===== src/rtl/uart_rx_pkg.sv =====
// Shared types and constants for the 16x-oversampling UART receiver.
package uart_rx_pkg;

    typedef enum logic [1:0] {
        IDLE,
        START,
        DATA,
        STOP
    } rx_state_t;

    localparam int OVERSAMPLE = 16;
    localparam int MID_LO     = 7;
    localparam int MID        = 8;
    localparam int MID_HI     = 9;
    localparam int DATA_BITS  = 8;

    function automatic logic maj3(input logic a, input logic b, input logic c);
        return (a & b) | (a & c) | (b & c);
    endfunction

endpackage


===== src/rtl/sync_fifo.sv =====
// First-word-fall-through byte FIFO; head is visible the cycle after its push.
// A push while full is dropped (flagged on drop) unless a pop lands in the same cycle.
module sync_fifo #(
    parameter int AW = 4
) (
    input  logic        clk,
    input  logic        rst,
    input  logic        push,
    input  logic [7:0]  wdata,
    input  logic        pop,
    output logic [7:0]  rdata,
    output logic        empty,
    output logic        full,
    output logic [AW:0] level,
    output logic        drop
);

    localparam int DEPTH = 2 ** AW;

    logic [7:0]  mem [DEPTH];
    logic [AW:0] wptr;
    logic [AW:0] rptr;
    logic        do_pop;
    logic        do_push;

    assign empty   = (wptr == rptr);
    assign full    = ((wptr ^ rptr) == {1'b1, {AW{1'b0}}});
    assign level   = wptr - rptr;
    assign rdata   = mem[rptr[AW-1:0]];

    // Pop is resolved first, so a full FIFO can still accept a same-cycle push.
    assign do_pop  = pop & ~empty;
    assign do_push = push & (~full | do_pop);
    assign drop    = push & ~do_push;

    always_ff @(posedge clk or posedge rst) begin
        if (rst) begin
            wptr <= '0;
            rptr <= '0;
            for (int i = 0; i < DEPTH; i++) begin
                mem[i] <= 8'h00;
            end
        end else begin
            if (do_push) begin
                mem[wptr[AW-1:0]] <= wdata;
                wptr              <= wptr + (AW+1)'(1);
            end
            if (do_pop) begin
                rptr <= rptr + (AW+1)'(1);
            end
        end
    end

endmodule


===== src/rtl/uart_rx_fifo.sv =====
// 8N1 UART receiver (16x oversampling, 3-sample majority) feeding a FWFT byte FIFO.
// Byte reaches the FIFO one cycle after the mid-stop decision; overflowing bytes are dropped.
module uart_rx_fifo
    import uart_rx_pkg::*;
#(
    parameter int FIFO_AW    = 4,
    parameter int PRESCALE_W = 16
) (
    input  logic                  HCLK,
    input  logic                  HRESET,
    input  logic                  en,
    input  logic [PRESCALE_W-1:0] prescale,
    input  logic                  rx,
    input  logic                  rd,
    output logic [7:0]            rdata,
    output logic                  empty,
    output logic                  full,
    output logic [FIFO_AW:0]      level,
    output logic                  frame_err,
    output logic                  overrun_err,
    input  logic                  clr_err
);

    localparam logic [3:0] S_LAST   = 4'(OVERSAMPLE - 1);
    localparam logic [2:0] IDX_LAST = 3'(DATA_BITS - 1);

    logic                  rx_s1;
    logic                  rx_s2;
    logic                  rx_d;
    logic                  fall;

    rx_state_t             state;
    rx_state_t             state_nxt;
    logic [PRESCALE_W-1:0] tcnt;
    logic                  tick;
    logic [3:0]            s_cnt;
    logic [3:0]            s_nxt;
    logic [2:0]            idx;
    logic [2:0]            idx_nxt;
    logic [7:0]            shreg;
    logic [7:0]            shreg_nxt;
    logic [2:0]            smp;
    logic                  maj_full;
    logic                  maj_stop;

    logic                  push_nxt;
    logic                  push_q;
    logic [7:0]            push_dat;
    logic                  ferr_set;
    logic                  ovr_set;

    always_ff @(posedge HCLK or posedge HRESET) begin
        if (HRESET) begin
            rx_s1 <= 1'b1;
            rx_s2 <= 1'b1;
            rx_d  <= 1'b1;
        end else begin
            rx_s1 <= rx;
            rx_s2 <= rx_s1;
            rx_d  <= rx_s2;
        end
    end

    // Edge-qualified start: a line already low when enabled does not open a frame.
    assign fall = rx_d & ~rx_s2;

    assign tick = (state != IDLE) && (tcnt == prescale);

    always_ff @(posedge HCLK or posedge HRESET) begin
        if (HRESET) begin
            tcnt <= '0;
        end else if (state == IDLE || tick) begin
            tcnt <= '0;
        end else begin
            tcnt <= tcnt + PRESCALE_W'(1);
        end
    end

    always_ff @(posedge HCLK or posedge HRESET) begin
        if (HRESET) begin
            smp <= 3'b000;
        end else if (tick) begin
            if (s_cnt == 4'(MID_LO)) smp[0] <= rx_s2;
            if (s_cnt == 4'(MID))    smp[1] <= rx_s2;
            if (s_cnt == 4'(MID_HI)) smp[2] <= rx_s2;
        end
    end

    assign maj_full = maj3(smp[0], smp[1], smp[2]);
    // Stop bit is resolved on its third sample, before it is registered.
    assign maj_stop = maj3(smp[0], smp[1], rx_s2);

    always_comb begin
        state_nxt = state;
        s_nxt     = s_cnt;
        idx_nxt   = idx;
        shreg_nxt = shreg;
        push_nxt  = 1'b0;
        ferr_set  = 1'b0;

        if (!en) begin
            state_nxt = IDLE;
            s_nxt     = 4'd0;
        end else begin
            case (state)
                IDLE: begin
                    s_nxt   = 4'd0;
                    idx_nxt = 3'd0;
                    if (fall) begin
                        state_nxt = START;
                    end
                end
                START: begin
                    if (tick) begin
                        s_nxt = s_cnt + 4'd1;
                        if (s_cnt == S_LAST) begin
                            idx_nxt   = 3'd0;
                            state_nxt = maj_full ? IDLE : DATA;
                        end
                    end
                end
                DATA: begin
                    if (tick) begin
                        s_nxt = s_cnt + 4'd1;
                        if (s_cnt == S_LAST) begin
                            shreg_nxt[idx] = maj_full;
                            if (idx == IDX_LAST) begin
                                state_nxt = STOP;
                            end else begin
                                idx_nxt = idx + 3'd1;
                            end
                        end
                    end
                end
                STOP: begin
                    if (tick) begin
                        s_nxt = s_cnt + 4'd1;
                        // Leave half a bit early so a back-to-back start edge is caught.
                        if (s_cnt == 4'(MID_HI)) begin
                            state_nxt = IDLE;
                            s_nxt     = 4'd0;
                            push_nxt  = maj_stop;
                            ferr_set  = ~maj_stop;
                        end
                    end
                end
                default: begin
                    state_nxt = IDLE;
                end
            endcase
        end
    end

    always_ff @(posedge HCLK or posedge HRESET) begin
        if (HRESET) begin
            state    <= IDLE;
            s_cnt    <= 4'd0;
            idx      <= 3'd0;
            shreg    <= 8'h00;
            push_q   <= 1'b0;
            push_dat <= 8'h00;
        end else begin
            state  <= state_nxt;
            s_cnt  <= s_nxt;
            idx    <= idx_nxt;
            shreg  <= shreg_nxt;
            push_q <= push_nxt;
            if (push_nxt) begin
                push_dat <= shreg;
            end
        end
    end

    sync_fifo #(
        .AW (FIFO_AW)
    ) u_fifo (
        .clk   (HCLK),
        .rst   (HRESET),
        .push  (push_q),
        .wdata (push_dat),
        .pop   (rd),
        .rdata (rdata),
        .empty (empty),
        .full  (full),
        .level (level),
        .drop  (ovr_set)
    );

    // A same-cycle error event beats the clear.
    always_ff @(posedge HCLK or posedge HRESET) begin
        if (HRESET) begin
            frame_err   <= 1'b0;
            overrun_err <= 1'b0;
        end else begin
            if (ferr_set) begin
                frame_err <= 1'b1;
            end else if (clr_err) begin
                frame_err <= 1'b0;
            end
            if (ovr_set) begin
                overrun_err <= 1'b1;
            end else if (clr_err) begin
                overrun_err <= 1'b0;
            end
        end
    end

endmodule


===== config.mk =====
export PLATFORM = sky130hd
export DESIGN_NAME = uart_rx_fifo
export DESIGN_NICKNAME = d
export VERILOG_FILES = /design/src/rtl/uart_rx_pkg.sv /design/src/rtl/sync_fifo.sv /design/src/rtl/uart_rx_fifo.sv
export SDC_FILE = /design/constraint.sdc
export NUM_CORES = 1
export LEC_CHECK = 0
export BUFFER_PORTS_ARGS = -buffer_cell sky130_fd_sc_hd__buf_4
export CAP_MARGIN = 20
export CORE_ASPECT_RATIO = 1.25
export CORE_UTILIZATION = 60
export DETAILED_ROUTE_END_ITERATION = 16
export PLACE_DENSITY = 0.87
export SETUP_SLACK_MARGIN = 0.3
export SKIP_LAST_GASP = 1
export SYNTH_ARGS = -nofsm -noshare
export SYNTH_HDL_FRONTEND = slang
export SYNTH_SLANG_ARGS = --single-unit

===== constraint.sdc =====
create_clock -name HCLK -period 13.1 [get_ports HCLK]
set_input_delay 0.655 -clock HCLK [delete_from_list [all_inputs] [get_ports HCLK]]
set_output_delay 0.655 -clock HCLK [all_outputs]
set_load 0.05 [all_outputs]

==> summary.txt <==
Status
  – Outcome: completed

Run
  – Max_cap viols: 0

STA
  – Rel. slew slack: 39.8%
  – Crit share post-route: 25.8%
  – Unrepaired setup endpoints after global routing: no
  – Hold Fails Final Rpt: 0
  – Setup Skew: 11.5 ps
  – Least-Margin Pin Slew: 904 ps
  – Finish-stage setup viols: 0
  – Setup TNS Final: 0 ps
  – Max Slew Vio Count: 0
  – Fin crit period: 3380 ps
  – Worst setup margin: 9720 ps
  – F_max: 296 MHz

Yosys
  – Syn_nets: 717
  – EDFF count, synth: 0
  – Number of synthesized register bits: 188
  – Synth unique cells: 51
  – Count leader, synth: dfrtp_1
  – Post-Syn Area: 9190 sq um
  – Top FF cell, synth: dfrtp_1
  – Top post-synthesis cells by area: dfrtp_1 50%, mux2_2 18%, mux4_2 9.8%
  – Register area share after synthesis: 51.2%
  – Syn avg cell area: 13.6 sq um
  – Post-synth top area cell: dfrtp_1
  – Leading cell types by count after synthesis: 185 x dfrtp_1, 145 x mux2_2, 40 x mux4_2, 28 x nor2_1, 27 x nand2_1
  – Syn Inst Count: 674
  – Yosys warns: 0
  – Post-synth top area share: 50.4%
  – Post-synth ARST share: 100%

Floorplan
  – Die Wd: 113 um
  – Core Area: 15000 sq um
  – Ports: 39
  – Die H: 140 um
  – Die area: 15800 sq um
  – Initial core utilization: 61.5%
  – Num rows: 50

Setup path
  – Cells on worst reg2reg path: 7
  – Worst Path Arrival: 2730 ps
  – CP required: 12440 ps
  – Crit path kind: reg2out
  – CP Max Fanout: 36
  – Startpoint types: flop
  – CP Capture Type: output port
  – Worst setup startpoint: u_fifo.rptr[0]
  – Reg-to-reg startpoint: u_fifo.rptr[0]

CTS
  – Root Buffer: clkbuf_16
  – Cts bufs inserted: 17
  – Post-CTS Hold Buffers: 0
  – Setup Buffers After CTS: 0
  – Post-CTS sizing: 0
  – Worst-path clk slew: 60 ps
  – CTS tree: yes
  – Clk sinks: 188
  – CTS Buffer Depth: 2
  – Worst skew pair latency: 440 ps
  – H-Tree Depth: 4

Place
  – Detailed placement HPWL: 13.0 mm
  – Cells after DPL: 862
  – Routability cong.: 0.859
  – Port bufs: 38
  – Place WS: 9830 ps

Route
  – DR vias: 5682
  – WL final: 19.5 mm
  – Pre-antenna DRT Iters: 7
  – Routed vias/inst: 6.35
  – DRT iter0 DRCs: 336
  – DRC: 0
  – Post-DRT Antenna Nets: 0
  – Drt wl/cell: 21.8 um

Global route
  – Grt ovf: 0
  – All-Layer GR Usage: 27.0%
  – Largest net degree at the start of global routing: 97
  – Global-route wire length before repair: 32.6 mm
  – Initial antenna violation count: 0
  – Vias in the first global route: 6213

Finish
  – Non-filler cells, final: 895
  – Antenna Cells: 0
  – Layout Nets: 744
  – Layout cell share with drive strength beyond 1: 40.1%
  – P&R area growth vs syn: 11.5%

Power and ir drop
  – Sequential share of power: 42.9%
  – Clk pwr share: 37.4%
  – Cell-internal power: 0.00101 W
  – Leakage power: 4.77 nW
  – Worst vdd ir: 0.0939 mV
  – Sw frac: 29.4%
  – Share of power burned in combinational logic: 19.7%
  – Switching power: 0.000418 W
  – PwrDens: 139 nW/um^2

Worst hold path
  – HP Start: rx
  – HP Class: in2reg
  – Worst hold stages: 1
-- power groups by stage --
stage / combinational, W / sequential (W) / clock [W]
final: 0.000281 / 0.000611 / 0.000532
after global routing: 0.000304 / 0.000612 / 0.000561
after detailed placement: 0.000282 / 0.000621 / 0
after global placement: 0.000275 / 0.000620 / 0
after CTS: 0.000284 / 0.000610 / 0.000537
after floorplan: 0.000220 / 0.000613 / 0
-- flip-flops by register name, summed over array words and instances, names as in the netlist --
signal,cells
u_fifo.mem,128
tcnt,16
push_dat,8
shreg,8
u_fifo.rptr,5
u_fifo.wptr,5
s_cnt,4
idx,3
smp,3
state,2
frame_err,1
overrun_err,1
push_q,1
rx_d,1
rx_s1,1
rx_s2,1
-- final timing paths --
check                                   to  slack, ps
setup / recovery                  rdata[2]       9720
hold / removal                       rx_s1        330
setup reg to reg           u_fifo.mem[125]       9890
hold reg to reg                      rx_s2        350
max in group asynchronous   u_fifo.mem[99]      11440
min in group asynchronous   u_fifo.mem[90]        400
-- area by class of cell --
cell class	instances	area, sq um
multi-input cells	428	4250
clock buffers	19	453
well taps	182	228
inverters	23	91.3
fillers	953	4700
repair buffers	43	350
flip-flops and latches	188	4710
clock inverters	12	164
-- routing by layer --
layer	share of wire [%]	GRT usage, %	vias up
li1	-	-	2504
met1	40	33.5	2942
met2	54	46.5	189
met3	4.1	4.98	47
met4	2.5	11.7	0
met5	0	0	-
-- stage by stage --
stage	hold WS, ps	instance area, sq um	util [%]	power (W)
after floorplan	345	9190	-	0.000833
after global placement	348	9590	64.1	0.000895
after detailed placement	347	9590	64.1	0.000903
after CTS	316	10200	68.3	0.00143
after global routing	318	10200	68.6	0.00148
final	332	10200	68.6	0.00142
-- critical path, cell delays in order (launching register included) --
cell	delay (ps)
dfrtp_2	340
buf_4	550
mux4_2	630
mux4_2	540
buf_4	220
-- cells by family after synthesis --
logic type	count (synthesis)	synth area share [%]
simple gates	142	8.66
flops	188	51.2
mux	189	28.0
fa+ha+maj	23	3.16
xor+xnor	43	4.10
buf+inv	58	2.50
compound gates	31	2.33
-- layout by cell type (no fill, tap or decap), types with 7 or more instances in the layout --
cell,Yosys,routed
clkbuf_16,0,17
buf_4,0,41
nand4_1,10,10
mux2_2,145,145
nor2_1,28,28
xor2_1,25,25
nand2_1,27,27
inv_1,21,20
nand3_1,11,11
mux4_2,40,40
o21ai_0,7,7
ha_1,20,20
xnor2_1,18,18
nor2_2,12,12
nor4_1,12,12
nor3_2,7,7
nor3_1,7,7
dfrtp_1,185,184
Note: power is estimated with default switching activity, not from simulation.
